--- src/rtl/ram_dump_pkg.sv ---
// Shared types and constants for the RAM dump reader.
// The state encoding is fixed at 2 bits so it can be probed and compared
// directly in simulation and on a logic analyser.
package ram_dump_pkg;

  // Dump sequencer states: idle, present address, capture read data, hold word downstream.
  typedef enum logic [1:0] {
    IDLE    = 2'd0,
    ISSUE   = 2'd1,
    CAPTURE = 2'd2,
    PRESENT = 2'd3
  } state_e;

  // Value written back into the RAM when clear-on-read is compiled in.
  localparam int unsigned CLEAR_VALUE = 0;

endpackage : ram_dump_pkg

--- src/rtl/ram_dump_reader.sv ---
// Sequential reader for a single-port synchronous RAM (1-cycle read latency).
// On start it walks addresses 0..DEPTH-1 and presents each word on a
// valid/ready stream. Each word takes ISSUE -> CAPTURE -> PRESENT, so peak
// throughput is one word every three cycles.
//
// Optional build macro: RAM_DUMP_CLEAR_EN
//   When defined, every word is cleared to CLEAR_VALUE in the CAPTURE cycle
//   (the RAM is read-before-write, so the old value is still captured).
//   When undefined, ram_write_en is constant 0 and the RAM is never modified.
module ram_dump_reader
  import ram_dump_pkg::*;
#(
  parameter  int SIZE  = 8,
  parameter  int DEPTH = 256,
  localparam int AW    = $clog2(DEPTH)
) (
  input  logic            clk,
  input  logic            rst,
  input  logic            start,
  output logic            busy,
  output logic            done,
  output logic [AW-1:0]   ram_address,
  input  logic [SIZE-1:0] ram_read_data,
  output logic [SIZE-1:0] ram_write_data,
  output logic            ram_write_en,
  output logic [SIZE-1:0] out_data,
  output logic            out_valid,
  input  logic            out_ready
);

  // Termination is checked against the last index, so the address never
  // increments past DEPTH-1 and non-power-of-2 depths stop correctly.
  localparam logic [AW-1:0] LAST_ADDR = AW'(DEPTH - 1);

  state_e          state_q, state_d;
  logic [AW-1:0]   addr_q, addr_d;
  logic [SIZE-1:0] out_data_q, out_data_d;
  logic            out_valid_q, out_valid_d;
  logic            busy_q, busy_d;
  logic            done_q, done_d;

  // State register with synchronous reset; reset also kills any pending done.
  always_ff @(posedge clk) begin
    if (rst) begin
      state_q     <= IDLE;
      addr_q      <= '0;
      out_data_q  <= '0;
      out_valid_q <= 1'b0;
      busy_q      <= 1'b0;
      done_q      <= 1'b0;
    end else begin
      state_q     <= state_d;
      addr_q      <= addr_d;
      out_data_q  <= out_data_d;
      out_valid_q <= out_valid_d;
      busy_q      <= busy_d;
      done_q      <= done_d;
    end
  end

  // Next-state and datapath: start is only honoured in IDLE, the word is
  // held in PRESENT until the downstream handshake.
  always_comb begin
    state_d     = state_q;
    addr_d      = addr_q;
    out_data_d  = out_data_q;
    out_valid_d = out_valid_q;
    busy_d      = busy_q;
    done_d      = 1'b0;
    unique case (state_q)
      IDLE: begin
        if (start) begin
          state_d = ISSUE;
          busy_d  = 1'b1;
          addr_d  = '0;
        end
      end
      ISSUE: begin
        // addr_q is on the RAM address bus this cycle.
        state_d = CAPTURE;
      end
      CAPTURE: begin
        // RAM output now reflects ram[addr_q].
        out_data_d  = ram_read_data;
        out_valid_d = 1'b1;
        state_d     = PRESENT;
      end
      PRESENT: begin
        if (out_valid_q && out_ready) begin
          out_valid_d = 1'b0;
          if (addr_q == LAST_ADDR) begin
            state_d = IDLE;
            busy_d  = 1'b0;
            done_d  = 1'b1;
            addr_d  = '0;
          end else begin
            addr_d  = addr_q + AW'(1);
            state_d = ISSUE;
          end
        end
      end
      default: begin
        state_d = IDLE;
      end
    endcase
  end

  assign ram_address    = addr_q;
  assign ram_write_data = SIZE'(CLEAR_VALUE);
  assign out_data       = out_data_q;
  assign out_valid      = out_valid_q;
  assign busy           = busy_q;
  assign done           = done_q;

`ifdef RAM_DUMP_CLEAR_EN
  // Clear-on-read: write back in the cycle the old value is being captured.
  assign ram_write_en = (state_q == CAPTURE);
`else
  assign ram_write_en = 1'b0;
`endif

endmodule : ram_dump_reader

--- config.mk ---
export PLATFORM = sky130hd
export DESIGN_NAME = ram_dump_reader
export DESIGN_NICKNAME = d
export VERILOG_FILES = /design/src/rtl/ram_dump_pkg.sv /design/src/rtl/ram_dump_reader.sv
export SDC_FILE = /design/constraint.sdc
export NUM_CORES = 1
export LEC_CHECK = 0
export ABC_CLOCK_PERIOD_IN_PS = 3600
export CORE_MARGIN = 4
export CORE_UTILIZATION = 46
export DETAILED_ROUTE_END_ITERATION = 12
export GPL_TIMING_DRIVEN = 0
export PLACE_DENSITY = 0.84
export SLEW_MARGIN = 20
export SYNTH_ARGS = -nofsm -noshare
export SYNTH_HDL_FRONTEND = slang
export SYNTH_SLANG_ARGS = --single-unit
--- constraint.sdc ---
create_clock -name clk -period 3.6 [get_ports clk]
set_input_delay 0.72 -clock clk [delete_from_list [all_inputs] [get_ports clk]]
set_output_delay 0.72 -clock clk [all_outputs]
set_load 0.03 [all_outputs]
# ---- Word level (Yosys, flattened, before mapping)
# Cells that the tools add are included.
dict set report classes {
  n_addsub 1
  n_eq_ne 7
  n_mux 15
  bitwise 2
  n_reduce_logical 9
}
# cell n
set ops {}
lappend ops {{8-bit 2-to-1 mux} 3}
lappend ops {{8-bit one-hot mux with 2 select lines} 1}
lappend ops {{8-bit by 1-bit adder with 8-bit output, second input constant} 1}
lappend ops {{8-bit == test, second input constant} 1}
lappend ops {{2-bit one-hot mux with 4 select lines} 1}
lappend ops {{1-bit 2-to-1 mux} 6}
lappend ops {{2-bit inequality test, second input constant} 3}
lappend ops {{2-bit == test, second input constant} 2}
lappend ops {{2-bit 2-to-1 mux} 2}
lappend ops {{1-bit one-hot mux with 2 select lines} 2}
lappend ops {{2-bit AND reduction} 2}
lappend ops {{4-bit AND reduction} 1}
lappend ops {{2-bit nonzero test} 2}
lappend ops {{3-bit AND reduction} 1}
lappend ops {{3-bit OR reduction} 1}
lappend ops {{2-bit by 1-bit == test with 1-bit output, second input constant} 1}
lappend ops {{2-bit logical NOT} 1}
lappend ops {{1-bit inverter} 2}
lappend ops {{1-bit logical AND} 1}
dict set report totals {
  regBits 21
  output_inout_bits 28
}

# ---- Longest topological paths before layout
dict set report depth {
  word_depth 4
  ltp_mapped 6
}

# ---- Worst setup path before layout
# OpenSTA, ideal clock, no wires.
dict set report synth_timing {
  path_kind {input to register}
  start {in start}
  end {reg addr_q[4], in the netlist ram_address[4]}
  setup_ns 0.070
  arrival_ns 1.676
  required_time_ns 3.530
  slack_ns 1.854
  path_stages 4
  path_cell_list {mux2i_1 -> or2_4 -> or4_1 -> a21oi_1}
}
dict set report synth_via {
  elab_chain_len 2
}
# element line
set synth_rtl {}
lappend synth_rtl {{from (decl)} ram_dump_reader.sv:19} ;# input logic start,
lappend synth_rtl {{2-bit inequality test (no source line)} --}
lappend synth_rtl {{3-bit AND reduction (no source line)} --}
lappend synth_rtl {{to (signal assigned)} ram_dump_reader.sv:53} ;# addr_q <= addr_d;
lappend synth_rtl {{to (decl)} ram_dump_reader.sv:36} ;# logic [AW-1:0] addr_q, addr_d;
# Every way passes these cells.
# A chain may end at the register's enable or synchronous reset.

# ---- Worst setup path after layout
dict set report layout_timing {
  start {reg out_valid_q, in the netlist out_valid}
  end {out out_valid}
}
# element line
set layout_lines {}
lappend layout_lines {{from (decl)} ram_dump_reader.sv:38} ;# logic out_valid_q, out_valid_d;
lappend layout_lines {{from (signal assigned)} ram_dump_reader.sv:55} ;# out_valid_q <= out_valid_d;
lappend layout_lines {{to (decl)} ram_dump_reader.sv:27} ;# output logic out_valid,
# No word-level cell between the ends.

==> impl_metrics.tcl <==
set metrics [dict create \
    cts_resized 0 \
    overflow 0 \
    ys_seq_area_frac 0.4098 \
    dp_cells 175 \
    drt-total-wl_um 2150 \
    dr.pass1.iters 4 \
    final_antenna_net_count 0 \
    place.gp.congestion 0.8364 \
    critPathBufInv 1 \
    area_delta_synth_final_pct 37.20 \
    ys_seq_elements 21 \
    slowest_stage "clkdlybuf4s50_1" \
    grt_max_degree 13 \
    post_cts_buffers 0 \
    max_cap_viol_count 0 \
    outcome "complete, no violations" \
    cts_root_buffer "clkbuf_4" \
    synthDistinctLibCells 29 \
    peakVddDrop_mv 0.3570 \
    cp-end-kind "primary output" \
    crit_fanout 4 \
    layout.cells.non_filler 179 \
    post-dp-hpwl_um 1685 \
    arrival_ns 1.48 \
    fin_nets 170 \
    clock_skew_ns 0.01125 \
    antenna_cells 0 \
    postSynthCellCount 111 \
    die_area_sq_um 3050 \
    start_util 0.5025 \
    die_height_um 55.23 \
    num_vias 885 \
    routed_via_density 4.944 \
    cts_sinks 21 \
    reg2reg_setup_slack_ns 1.67 \
    yosysWarnings 0 \
    min_period_over_period 0.6101 \
    grt_pass1_vias 869 \
    synth_area_sq_um 1026 \
    ios 40 \
    insertion_delay_ns 0.30 \
    port_buffers 29 \
    rsz0062_at_grt "no" \
    powerDensity_nw_per_um2 513.7 \
    cp_top_family "buffers and inverters" \
    route.detailed.drc 0 \
    hp-class "reg -> reg" \
    leakagePower_nw 0.5483 \
    slew_headroom 0.6166 \
    antenna_found_initial 0 \
    cpPeakStageDelay_ns 0.72 \
    crit_type "reg -> out" \
    setup_tns_ns 0 \
    maxSlewViolCount 0 \
    hold_viol 0 \
    drt-initial-drc-count 19 \
    path_cells "clkdlybuf4s50_1" \
    totalPowerFinal_mw 0.7230 \
    grt_use_total 0.1425 \
    drive_gt1_frac 0.1118 \
    fmax_mhz 455.3 \
    drt-wirelength-per-cell_um 12.01 \
    mostFrequentLayoutCells "clkdlybuf4s50_1, dfxtp_1, nor2_1" \
    die-width_um 55.23 \
    fin_crit_ns 2.196 \
    grt_first_pass_wirelength_um 3636 \
    cts.reportedPaths.clkPinSlew_ns 0.12 \
    cts_max_level 1 \
    synth_area_per_cell_sq_um 9.243 \
    std_cell_rows 16 \
    worst_slew_pin_slew_ns 0.5751 \
    final_common_cell "clkdlybuf4s50_1" \
    cts_buffers 3 \
    clk_path_buf_depth 2 \
    core_sq_um 2042 \
    cp-start-kind "flip-flop" \
    setup_violations 0 \
    hold_buffers 0 \
    cp.required_ns 2.88 \
    cts_tree "built" \
]
==> routing by layer <==
| metal | part of all wire | vias up | wire length (um) | GRT usage |
|---|---|---|---|---|
| li1 | - | 446 | - | - |
| met1 | 0.40 | 406 | 858 | 0.1461 |
| met2 | 0.51 | 33 | 1086 | 0.2601 |
| met3 | 0.095 | 0 | 204 | 0.05828 |
| met4 | 0 | 0 | 0 | 0.04514 |
| met5 | 0 | - | 0 | 0 |
==> cells by family (layout without fill, tap and decap cells) <==
| group | after synthesis | in the layout | synth area share |
|---|---|---|---|
| AND/OR/NAND/NOR | 36 | 36 | 0.1817 |
| flip-flops | 21 | 21 | 0.4098 |
| buffers and inverters | 18 | 51 | 0.1024 |
| AO/OA/AOI/OAI | 15 | 15 | 0.1012 |
| multiplexers | 10 | 10 | 0.09756 |
| adder cells (fa/ha/maj) | 5 | 5 | 0.06098 |
| XOR/XNOR | 5 | 5 | 0.04268 |
| other | 1 | 9 | 0.003655 |
==> stage by stage <==
stage                       util  hold slack, ns  cell area [sq um]  worst slack [ns]
after floorplan                -          0.5204               1056             1.854
after global placement    0.6759          0.4738               1380             1.234
after detailed placement  0.6759          0.4850               1380             1.214
after CTS                 0.6893          0.5162               1408             1.395
after global routing      0.6893          0.5428               1408             1.341
final                     0.6893          0.5072               1408             1.404
==> registers in the layout, indices dropped and copies added (netlist names) <==
| signal | flops |
|---|---|
| done | 1 |
| busy | 1 |
| state_q | 2 |
| ram_address | 8 |
| out_data | 8 |
| out_valid | 1 |
==> worst paths after layout <==
kind               startpoint        endpoint  depth (start not counted)
setup reg to reg   state_q[1]  ram_address[4]                          6
setup / recovery    out_valid       out_valid                          1
hold reg to reg   out_data[1]     out_data[1]                          2
hold / removal    out_data[1]     out_data[1]                          2
==> cell type report <==
| class | count | area, sq um |
|---|---|---|
| Fill cell | 175 | 634.4 |
| Multi-Input combinational cell | 80 | 530.5 |
| Sequential cell | 21 | 420.4 |
| Timing Repair Buffer | 29 | 290.3 |
| Buffer | 13 | 86.33 |
| Tap cell | 27 | 33.78 |
| Clock buffer | 3 | 22.52 |
| Inverter | 5 | 18.77 |
| Clock inverter | 1 | 5.005 |
==> worst reg2reg max path, cell delays in order, from the launching register on <==
cell,delay [ns]
dfxtp_1,0.41
inv_1,0.09
ha_1,0.22
mux2i_1,0.23
or2_4,0.30
or4_1,0.48
a21oi_1,0.15
==> power breakdown <==
| group | total, mW | switching, mW | internal [mW] |
|---|---|---|---|
| registers | 0.295 | 0.0281 | 0.267 |
| logic | 0.316 | 0.176 | 0.140 |
| clock network | 0.113 | 0.0711 | 0.0414 |
| total | 0.723 | 0.275 | 0.448 |
==> synthesized netlist by cell type <==
| library cell | n | area (sq um) |
|---|---|---|
| dfxtp_1 | 21 | 420.4 |
| nor2_1 | 18 | 67.56 |
| buf_4 | 10 | 75.07 |
| mux2i_1 | 10 | 100.1 |
| ha_1 | 5 | 62.56 |
| inv_1 | 5 | 18.77 |
| nand3_1 | 5 | 25.02 |
| o21ai_0 | 5 | 25.02 |
| xnor2_1 | 5 | 43.79 |
| a21oi_1 | 4 | 20.02 |
| clkbuf_1 | 2 | 7.510 |
| nand4_1 | 2 | 12.51 |
| nor4_1 | 2 | 12.51 |
| nor4b_1 | 2 | 17.52 |
| a211oi_1 | 1 | 7.510 |
| a21boi_4 | 1 | 18.77 |
| a21o_1 | 1 | 7.510 |
| a22oi_1 | 1 | 7.510 |
| a2bb2oi_1 | 1 | 8.760 |
| a311oi_1 | 1 | 8.760 |
| and2_2 | 1 | 7.510 |
| and4b_1 | 1 | 10.01 |
| buf_1 | 1 | 3.750 |
| conb_1 | 1 | 3.750 |
| nand2_1 | 1 | 3.750 |
| nand4b_1 | 1 | 8.760 |
| nor3_1 | 1 | 5.000 |
| or2_4 | 1 | 8.760 |
| or4_1 | 1 | 7.510 |
Note: power is estimated with default switching activity, not from simulation.
